**config.mk**
```make
export PLATFORM = sky130hd
export DESIGN_NAME = intpol2_iq_out_packer
export DESIGN_NICKNAME = d
export VERILOG_FILES = /design/src/rtl/intpol2_pkg.sv /design/src/rtl/intpol2_round_sat.sv /design/src/rtl/intpol2_iq_out_packer.sv
export SDC_FILE = /design/constraint.sdc
export NUM_CORES = 1
export LEC_CHECK = 0
export ABC_AREA = 1
export CAP_MARGIN = 0
export CORE_MARGIN = 2
export CORE_UTILIZATION = 32
export DETAILED_ROUTE_END_ITERATION = 10
export GPL_ROUTABILITY_DRIVEN = 0
export SLEW_MARGIN = 10
export SYNTH_ARGS = -nofsm -noshare
export SYNTH_HDL_FRONTEND = slang
export SYNTH_SLANG_ARGS = --single-unit
```
**constraint.sdc**
```tcl
create_clock -name clk -period 4.1 [get_ports clk]
set_clock_uncertainty 0.05 [all_clocks]
set_input_delay 1.23 -clock clk [delete_from_list [all_inputs] [get_ports clk]]
set_output_delay 1.23 -clock clk [all_outputs]
set_load 0.05 [all_outputs]
```
**src/rtl/intpol2_pkg.sv**
```systemverilog
// intpol2_pkg: shared constants and FSM encoding for the interpolator output packer.
package intpol2_pkg;
    localparam int OUT_W = 16;
    localparam logic [OUT_W-1:0] Q15_MAX = 16'h7FFF;
    localparam logic [OUT_W-1:0] Q15_MIN = 16'h8000;
    typedef enum logic [1:0] {
        IDLE      = 2'd0,
        WAIT_DATA = 2'd1,
        OUT       = 2'd2
    } state_e;
endpackage

```
**src/rtl/intpol2_round_sat.sv**
```systemverilog
// intpol2_round_sat: round-half-up and saturate a fixed-point sample to signed OUT_WIDTH bits.
module intpol2_round_sat
    import intpol2_pkg::*;
#(
    parameter int DATA_WIDTH = 32,
    parameter int M_BITS     = 31,
    parameter int OUT_WIDTH  = OUT_W
) (
    input  logic [DATA_WIDTH-1:0] x_i,
    output logic [OUT_WIDTH-1:0]  y_o,
    output logic                  sat_o
);
    localparam int SH = M_BITS - (OUT_WIDTH - 1);
    localparam logic signed [DATA_WIDTH:0] R_MAX = (DATA_WIDTH + 1)'((2 ** (OUT_WIDTH - 1)) - 1);
    localparam logic signed [DATA_WIDTH:0] R_MIN = ~R_MAX;
    localparam logic [OUT_WIDTH-1:0] Y_MAX = {1'b0, {(OUT_WIDTH - 1){1'b1}}};
    localparam logic [OUT_WIDTH-1:0] Y_MIN = {1'b1, {(OUT_WIDTH - 1){1'b0}}};

    logic signed [DATA_WIDTH:0] r;
    logic hi, lo;

    // one guard bit keeps the +1 round from wrapping at the positive extreme
    always_comb begin
        r     = ($signed({x_i[DATA_WIDTH-1], x_i}) >>> SH) + $signed({{DATA_WIDTH{1'b0}}, x_i[SH-1]});
        hi    = r > R_MAX;
        lo    = r < R_MIN;
        sat_o = hi || lo;
        y_o   = hi ? Y_MAX : lo ? Y_MIN : r[OUT_WIDTH-1:0];
    end
endmodule

```
**src/rtl/intpol2_iq_out_packer.sv**
```systemverilog
// intpol2_iq_out_packer: pops I/Q pairs from the output FIFOs, converts to Q1.15
// and emits {Q,I} words on a valid/ready stream with frame-boundary last.
module intpol2_iq_out_packer
    import intpol2_pkg::*;
#(
    parameter int DATA_WIDTH = 32,
    parameter int M_BITS     = 31,
    parameter int OUT_WIDTH  = OUT_W,
    parameter int FLEN_WIDTH = 16
) (
    input  logic                   clk,
    input  logic                   rstn,
    input  logic                   enable_i,
    input  logic [FLEN_WIDTH-1:0]  frame_len_i,
    input  logic                   Empty_i,
    input  logic [DATA_WIDTH-1:0]  data_I_i,
    input  logic [DATA_WIDTH-1:0]  data_Q_i,
    output logic                   Read_Enable_fifo,
    output logic [2*OUT_WIDTH-1:0] m_tdata,
    output logic                   m_tvalid,
    input  logic                   m_tready,
    output logic                   m_tlast,
    output logic                   sat_flag_o,
    output logic [FLEN_WIDTH-1:0]  sample_cnt_o
);
    state_e                  state_q, state_d;
    logic [2*OUT_WIDTH-1:0]  tdata_q, tdata_d;
    logic                    tvalid_q, tvalid_d;
    logic                    tlast_q, tlast_d;
    logic                    sat_q, sat_d;
    logic [FLEN_WIDTH-1:0]   cnt_q, cnt_d;
    logic                    en_q;
    logic [OUT_WIDTH-1:0]    i_conv, q_conv;
    logic                    i_sat, q_sat;
    logic                    can_pop, pop;

    intpol2_round_sat #(.DATA_WIDTH(DATA_WIDTH), .M_BITS(M_BITS), .OUT_WIDTH(OUT_WIDTH)) u_rs_i (
        .x_i   (data_I_i),
        .y_o   (i_conv),
        .sat_o (i_sat)
    );

    intpol2_round_sat #(.DATA_WIDTH(DATA_WIDTH), .M_BITS(M_BITS), .OUT_WIDTH(OUT_WIDTH)) u_rs_q (
        .x_i   (data_Q_i),
        .y_o   (q_conv),
        .sat_o (q_sat)
    );

    always_comb begin
        can_pop  = enable_i && !Empty_i;
        pop      = 1'b0;
        state_d  = state_q;
        tdata_d  = tdata_q;
        tvalid_d = tvalid_q;
        tlast_d  = tlast_q;
        cnt_d    = cnt_q;
        sat_d    = (enable_i && !en_q) ? 1'b0 : sat_q;
        case (state_q)
            IDLE: begin
                pop     = can_pop;
                state_d = can_pop ? WAIT_DATA : IDLE;
            end
            WAIT_DATA: begin
                tdata_d  = {q_conv, i_conv};
                tvalid_d = 1'b1;
                tlast_d  = (frame_len_i != '0) && (cnt_q == frame_len_i - FLEN_WIDTH'(1));
                sat_d    = sat_d || i_sat || q_sat;
                state_d  = OUT;
            end
            OUT: begin
                // on a back-to-back pop the old word stays visible for the WAIT_DATA cycle
                if (m_tready) begin
                    cnt_d    = tlast_q ? '0 : cnt_q + FLEN_WIDTH'(1);
                    pop      = can_pop;
                    state_d  = can_pop ? WAIT_DATA : IDLE;
                    tvalid_d = can_pop;
                    tlast_d  = can_pop && tlast_q;
                end
            end
            default: state_d = IDLE;
        endcase
    end

    always_ff @(posedge clk or negedge rstn) begin
        if (!rstn) begin
            state_q  <= IDLE;
            tdata_q  <= '0;
            tvalid_q <= 1'b0;
            tlast_q  <= 1'b0;
            sat_q    <= 1'b0;
            cnt_q    <= '0;
            en_q     <= 1'b0;
        end else begin
            state_q  <= state_d;
            tdata_q  <= tdata_d;
            tvalid_q <= tvalid_d;
            tlast_q  <= tlast_d;
            sat_q    <= sat_d;
            cnt_q    <= cnt_d;
            en_q     <= enable_i;
        end
    end

    // gate the combinational pop so the FIFOs see nothing while reset is held
    assign Read_Enable_fifo = pop && rstn;
    assign m_tdata          = tdata_q;
    assign m_tvalid         = tvalid_q;
    assign m_tlast          = tlast_q;
    assign sat_flag_o       = sat_q;
    assign sample_cnt_o     = cnt_q;
endmodule

```
==> metrics.txt, run 1 <==
drt drc 0; main area contributors after synthesis dfrtp_1, nand2_1, nor2_1; Startpoint Class input port; DRT iter0 DRCs 167; drt pass-1 iters 4; fin crit period a little under 4000 ps; NumNets Final between 700 and 800; commonest non-fill, non-tap cell in the layout nand2_1; PortBufs around 110; initial antenna violation count 1; Hold WC Path Type reg -> reg; cells after synthesis roughly 570; max_cap viols 0; pre-CTS setup slack between 150 and 200 ps; Final setup viols 0; Setup crit end Read_Enable_fifo; Post-DRT Antenna Nets 0; post_cts resized 0; Clk Latency, worst-skew pair ~280 ps; kind of end point of the critical path output port; DIE AREA between 10,000 and 15,000 um2; Max-slew headroom 53.21%; yosys warns 0; clk sink count 54; Post-synth ARST share 100.0%; clk buf depth 2; drt via density around 4.7; pin count of the biggest net entering global routing 55; final clock period utilization by the worst path between 90% and 100%; Fmax 257.5 MHz; Post-synth EDFFs 0; number of diodes 0; RR Startpoint state_q[1]; synthesized area a little under 4000 um2; final hold slack ~440 ps; gr usage total between 10% and 20%; synthesis-to-layout area growth 35.15%; Worst Tran Pin Value roughly 700 ps; Initial Util around a third; detailed-route via count 3,854; Final Hold Vio Count 0; Crit path required time roughly 2800 ps; Hold-fix buffers, CTS 0; total power draw 2152 uW; Root Driver clkbuf_16; largest area contributor in the netlist dfrtp_1; Fill cells about 1,200; Max VDD drop between 0.2 and 0.25 mV; # rows 40; Worst Hold Launch m_tdata[31]; Max stage delay on crit path slightly below 500 ps; Distinct cells, synth 37; worst setup path startpoint enable_i; # Post-CTS Setup Buffers 0; Fin Setup TNS 0 ps; first-pass GRT wire length between 15 and 20 mm; total grt overflow 0; setup slack, reg-to-reg about 1900 ps; routed length per instance between 10 and 15 um; R2R Path End m_tdata[24]; outcome complete, no violations; CORE AREA about 12,000 um2; Seq/Total Area, Yosys between 30% and 40%; Post-DP HPWL 7.994 mm; Setup WS post-layout between 200 and 250 ps; Pwr Density 412.6 nW/um2; CP max-delay cell clkdlybuf4s50_1; #FFs+latches synth 54; crit path kind in -> out; reg2reg path depth 6; die width ~110 um; CTS tree yes; syn_area_per_cell around 6.8 um2; arrival time worst endpoint around 2600 ps; main flop type after synthesis dfrtp_1; CTS H-Tree Depth 2; TritonCTS Buffers 5; most frequent cells in the layout nand2_1, clkdlybuf4s50_1, nor2_1; Slew Viols, Final 0; Reg clk slew, reported paths around 60 ps; leakage roughly 0.0024 uW; Die Ht about 110 um; Max FO, Critical Path 3; Mapped Nets between 600 and 700; Synth top area share 35.02%; share of layout cells above drive strength 1 under 10%; IO Count between 100 and 150; vias in the first global route around 3,900; critical-path cell list clkdlybuf4s50_1, inv_1, nor2_1, o21ai_0, nor3b_1, buf_12; Detailed Route WL between 10 and 15 mm; RSZ-0062 raised after global routing no
-- cells by family (layout without fill, tap and decap cells) --
group	Yosys count	count (layout)	synth area share (%)
AO/OA/AOI/OAI	69	69	10.83
XOR/XNOR	29	29	6.582
adder cells (fa/ha/maj)	7	7	2.270
buffers and inverters	84	193	8.755
flip-flops	54	54	35.02
AND/OR/NAND/NOR	323	323	36.54
-- synthesized netlist by cell type (3+ instances only) --
library cell / instances
o21ai_0: 25
a21oi_2: 10
a31oi_1: 4
clkbuf_1: 4
xor2_1: 18
ha_1: 7
inv_1: 73
o21bai_1: 3
nand4_1: 7
nand3_1: 38
nand2_2: 6
nor3_1: 5
or2_2: 3
a21oi_1: 20
nand3_2: 3
nand2_1: 141
xnor2_1: 11
nor2_1: 103
buf_6: 3
nor2_2: 6
dfrtp_1: 54
-- critical path, delay by kind of cell --
family                 cells  cell delay [ps]
buffers and inverters      3              740
AO/OA/AOI/OAI              1              140
AND/OR/NAND/NOR            2              500
-- layer usage --
layer  routed length (um)  global-route usage (%)
met1                 4240                   18.12
met2                 4990                   29.66
met3                  694                   4.410
met4                  165                   4.634
met5                   13                       0
-- state kept, by name (all words and copies together) (netlist names) --
register	cells
sample_cnt_o	16
m_tvalid	1
m_tdata	32
en_q	1
state_q	2
m_tlast	1
sat_flag_o	1
-- worst min-delay path by stage --
stage / slack [ps] / cells after the start / end
finish: 440 / 2 / m_tdata[31]
global route: 470 / 2 / m_tdata[31]
CTS: 440 / 2 / m_tdata[31]
detailed placement: 430 / 2 / m_tdata[31]
global placement: 430 / 2 / m_tvalid
floorplan: 420 / 1 / state_q[0]
-- per-stage QoR --
step,area [um2],util (%),cells
detailed placement,5082,42.67,815
CTS,5215,43.78,822
global route,5215,43.78,822
finish,5215,43.78,822
floorplan,3859,-,566
global placement,5082,42.67,815
-- power breakdown --
group	switching (uW)	leakage, uW	total (uW)	internal, uW
Clock	181	0.0000640	405	224
Combinational	660	0.00178	1010	350
Sequential	91.8	0.000602	736	644
Total	933	0.00245	2150	1220
-- final cells by class --
| type | instances | area, um2 | area share [%] |
|---|---|---|---|
| multi-input cells | 428 | 2170 | 41.60 |
| inverters | 77 | 289.0 | 5.542 |
| repair buffers | 109 | 1089 | 20.87 |
| flip-flops and latches | 54 | 1351 | 25.91 |
| clock buffers | 7 | 132.6 | 2.543 |
| well taps | 147 | 183.9 | 3.527 |
Note: power is estimated with default switching activity, not from simulation.
==> run 2, diff against run 1 <==
--- a/config.mk
+++ b/config.mk
@@ -5,7 +5,6 @@
 export SDC_FILE = /design/constraint.sdc
 export NUM_CORES = 1
 export LEC_CHECK = 0
-export ABC_AREA = 1
 export CAP_MARGIN = 0
 export CORE_MARGIN = 2
 export CORE_UTILIZATION = 32
==> run 2 against run 1 <==
Critical path depth down 1. Largest power group unchanged. Final cell count fell by 20%. Register-to-register slack improved by 330 ps. Utilization grew 0.82 points. Total power fell by 10%. First-iteration DRC count decreased by 39%.
==> metrics.txt, run 2 <==
outcome complete, no violations; Worst Hold Launch m_tdata[31]; max_cap viols 0 (unchanged); Distinct cells, synth 52 (+41%); routed length per instance 14.06 um (+14%); Worst Tran Pin Value 688.1 ps (-13.81 ps); post_cts resized 0 (unchanged); syn_area_per_cell 8.496 um2 (+25%); Final Hold Vio Count 0 (unchanged); Reg clk slew, reported paths 100 ps (+40 ps); main flop type after synthesis dfrtp_1; most frequent cells in the layout clkdlybuf4s50_1, nand2_1, dfrtp_1; Detailed Route WL 9.222 mm (-8.7%); Setup WS post-layout 268.7 ps (+51.98 ps); first-pass GRT wire length 15.14 mm (-11%); # Post-CTS Setup Buffers 0 (unchanged); PortBufs 106 (unchanged); synthesized area 3483 um2 (-9.7%); commonest non-fill, non-tap cell in the layout clkdlybuf4s50_1; leakage 0.001951 uW (-20%); Fmax 261.0 MHz (+1.4%); # rows 38 (-5.0%); pre-CTS setup slack 223.5 ps (+25.84 ps); IO Count 137 (unchanged); detailed-route via count 3,253 (-16%); drt via density 4.959 (+5.8%); Post-DRT Antenna Nets 0 (unchanged); number of diodes 0 (unchanged); Hold WC Path Type reg -> reg; Design Area, Final 4792 um2 (-8.1%); Slew Viols, Final 0 (unchanged); DRT iter0 DRCs 102 (-39%); Max VDD drop 0.2143 mV (-12%); #FFs+latches synth 54 (unchanged); Hold-fix buffers, CTS 0 (unchanged); DIE AREA 11,740 um2 (-9.4%); Post-synth EDFFs 0 (unchanged); Post-DP HPWL 7.088 mm (-11%); clk buf depth 2 (unchanged); drt pass-1 iters 4 (unchanged); Root Driver clkbuf_8; Fill cells 1,098 (-11%); Pwr Density 404.2 nW/um2 (-2.0%); vias in the first global route 3,132 (-19%); Die Ht 108.3 um (-4.8%); total power draw 1937 uW (-10%); drt drc 0 (unchanged); TritonCTS Buffers 5 (unchanged); arrival time worst endpoint 2550 ps (-50 ps); Startpoint Class input port; Area after DPL 4706 um2 (-7.4%); top post-synthesis cells by count nand2_1, dfrtp_1, nor2_1; gr usage total 16.32% (+0.24 points); synthesis-to-layout area growth 37.57%; Worst Hold Depth 2 (unchanged); R2R Path End sample_cnt_o[13]; NumNets Final 607 (-21%); count leader, synth nand2_1; hold path endpoint m_tdata[31]; CTS tree yes; total grt overflow 0 (unchanged); CORE AREA 10,750 um2 (-9.8%); final clock period utilization by the worst path 93.45% (-1.3 points); Max-slew headroom 54.13% (+0.92 points); reg2reg path depth 5 (-1); Final setup viols 0 (unchanged); die width 108.3 um (-4.8%); Initial Util 32.42% (about the same); CTS H-Tree Depth 2 (unchanged); pin count of the biggest net entering global routing 55 (unchanged); Final Util 44.60% (+0.82 points); kind of end point of the critical path output port; RSZ-0062 raised after global routing no; Max FO, Critical Path 7 (+4); RR Startpoint state_q[0]; largest area contributor in the netlist dfrtp_1; clk sink count 54 (unchanged); Fin Setup TNS 0 ps (unchanged); fin crit period 3831 ps (-51.98 ps); Crit path required time 2820 ps (about the same); Synth top area share 38.79% (+3.8 points); initial antenna violation count 0 (-1); share of layout cells above drive strength 1 5.814% (-1.3 points); main area contributors after synthesis dfrtp_1, xor2_1, xnor2_1; setup slack, reg-to-reg 2240 ps (+330 ps); Mapped Nets 502 (-24%); Seq/Total Area, Yosys 38.79% (+3.8 points); crit path kind in -> out; cells after synthesis 410 (-28%); yosys warns 0 (unchanged); Post-synth ARST share 100.0% (unchanged); Clk Latency, worst-skew pair 310 ps (+30 ps); Largest register FFs 32 (unchanged)
[run 2: worst max-delay path by stage]
stage / slack [ps] / depth (start not counted) / to / startpoint
2_1_floorplan: 860 / 3 / Read_Enable_fifo / Empty_i
3_3_place_gp: 250 / 5 / Read_Enable_fifo / m_tready
3_5_place_dp: 220 / 5 / Read_Enable_fifo / m_tready
4_1_cts: 220 / 5 / Read_Enable_fifo / m_tready
5_1_grt: 150 / 5 / Read_Enable_fifo / m_tready
6_report: 270 / 5 / Read_Enable_fifo / m_tready
[run 2: where the power goes]
part / switching (uW) / leakage [uW] / internal [uW]
clock: 174 / 0.0000452 / 121
sequential: 88.8 / 0.000656 / 640
combinational: 586 / 0.00125 / 326
[run 2: routing by layer]
metal  share of wire, %  GRT usage (%)
met5                  0              0
met4                1.5          4.396
met3                5.1          3.617
met2                 49          27.94
met1                 45          20.77
[run 2: cell families (layout without fill, tap and decap cells)]
logic type / after synthesis / after routing / synth area share [%]
and+or+nand+nor: 193 / 193 / 28.88
muxes: 4 / 4 / 1.185
AOI/OAI and AO/OA: 80 / 80 / 13.15
xor gates and xnor gates: 51 / 51 / 12.82
DFF: 54 / 54 / 38.79
buffers and inverters: 21 / 127 / 2.658
adders and majority gates: 7 / 7 / 2.514
[run 2: cell type report]
cell class                 count  area (um2)  share of cell area [%]
clock buffer                   6       72.57                   1.514
clock inverter                 2       13.76                  0.2872
inverter                       7       26.28                  0.5483
multi-input combinational    335        2042                   42.61
sequential                    54        1351                   28.20
tap                          140       175.2                   3.655
timing repair buffer         112        1111                   23.19
[run 2: stage by stage]
step,instances,hold slack [ps]
6_report,656,427.4
5_1_grt,656,448.9
4_1_cts,656,431.8
3_5_place_dp,648,408.1
3_3_place_gp,648,403.5
2_1_floorplan,410,391.9
[run 2: worst max-delay path, stage by stage]
cell	delay, ps
clkdlybuf4s50_1	590
nor2b_1	70
nor3_1	290
and2_1	220
buf_12	140
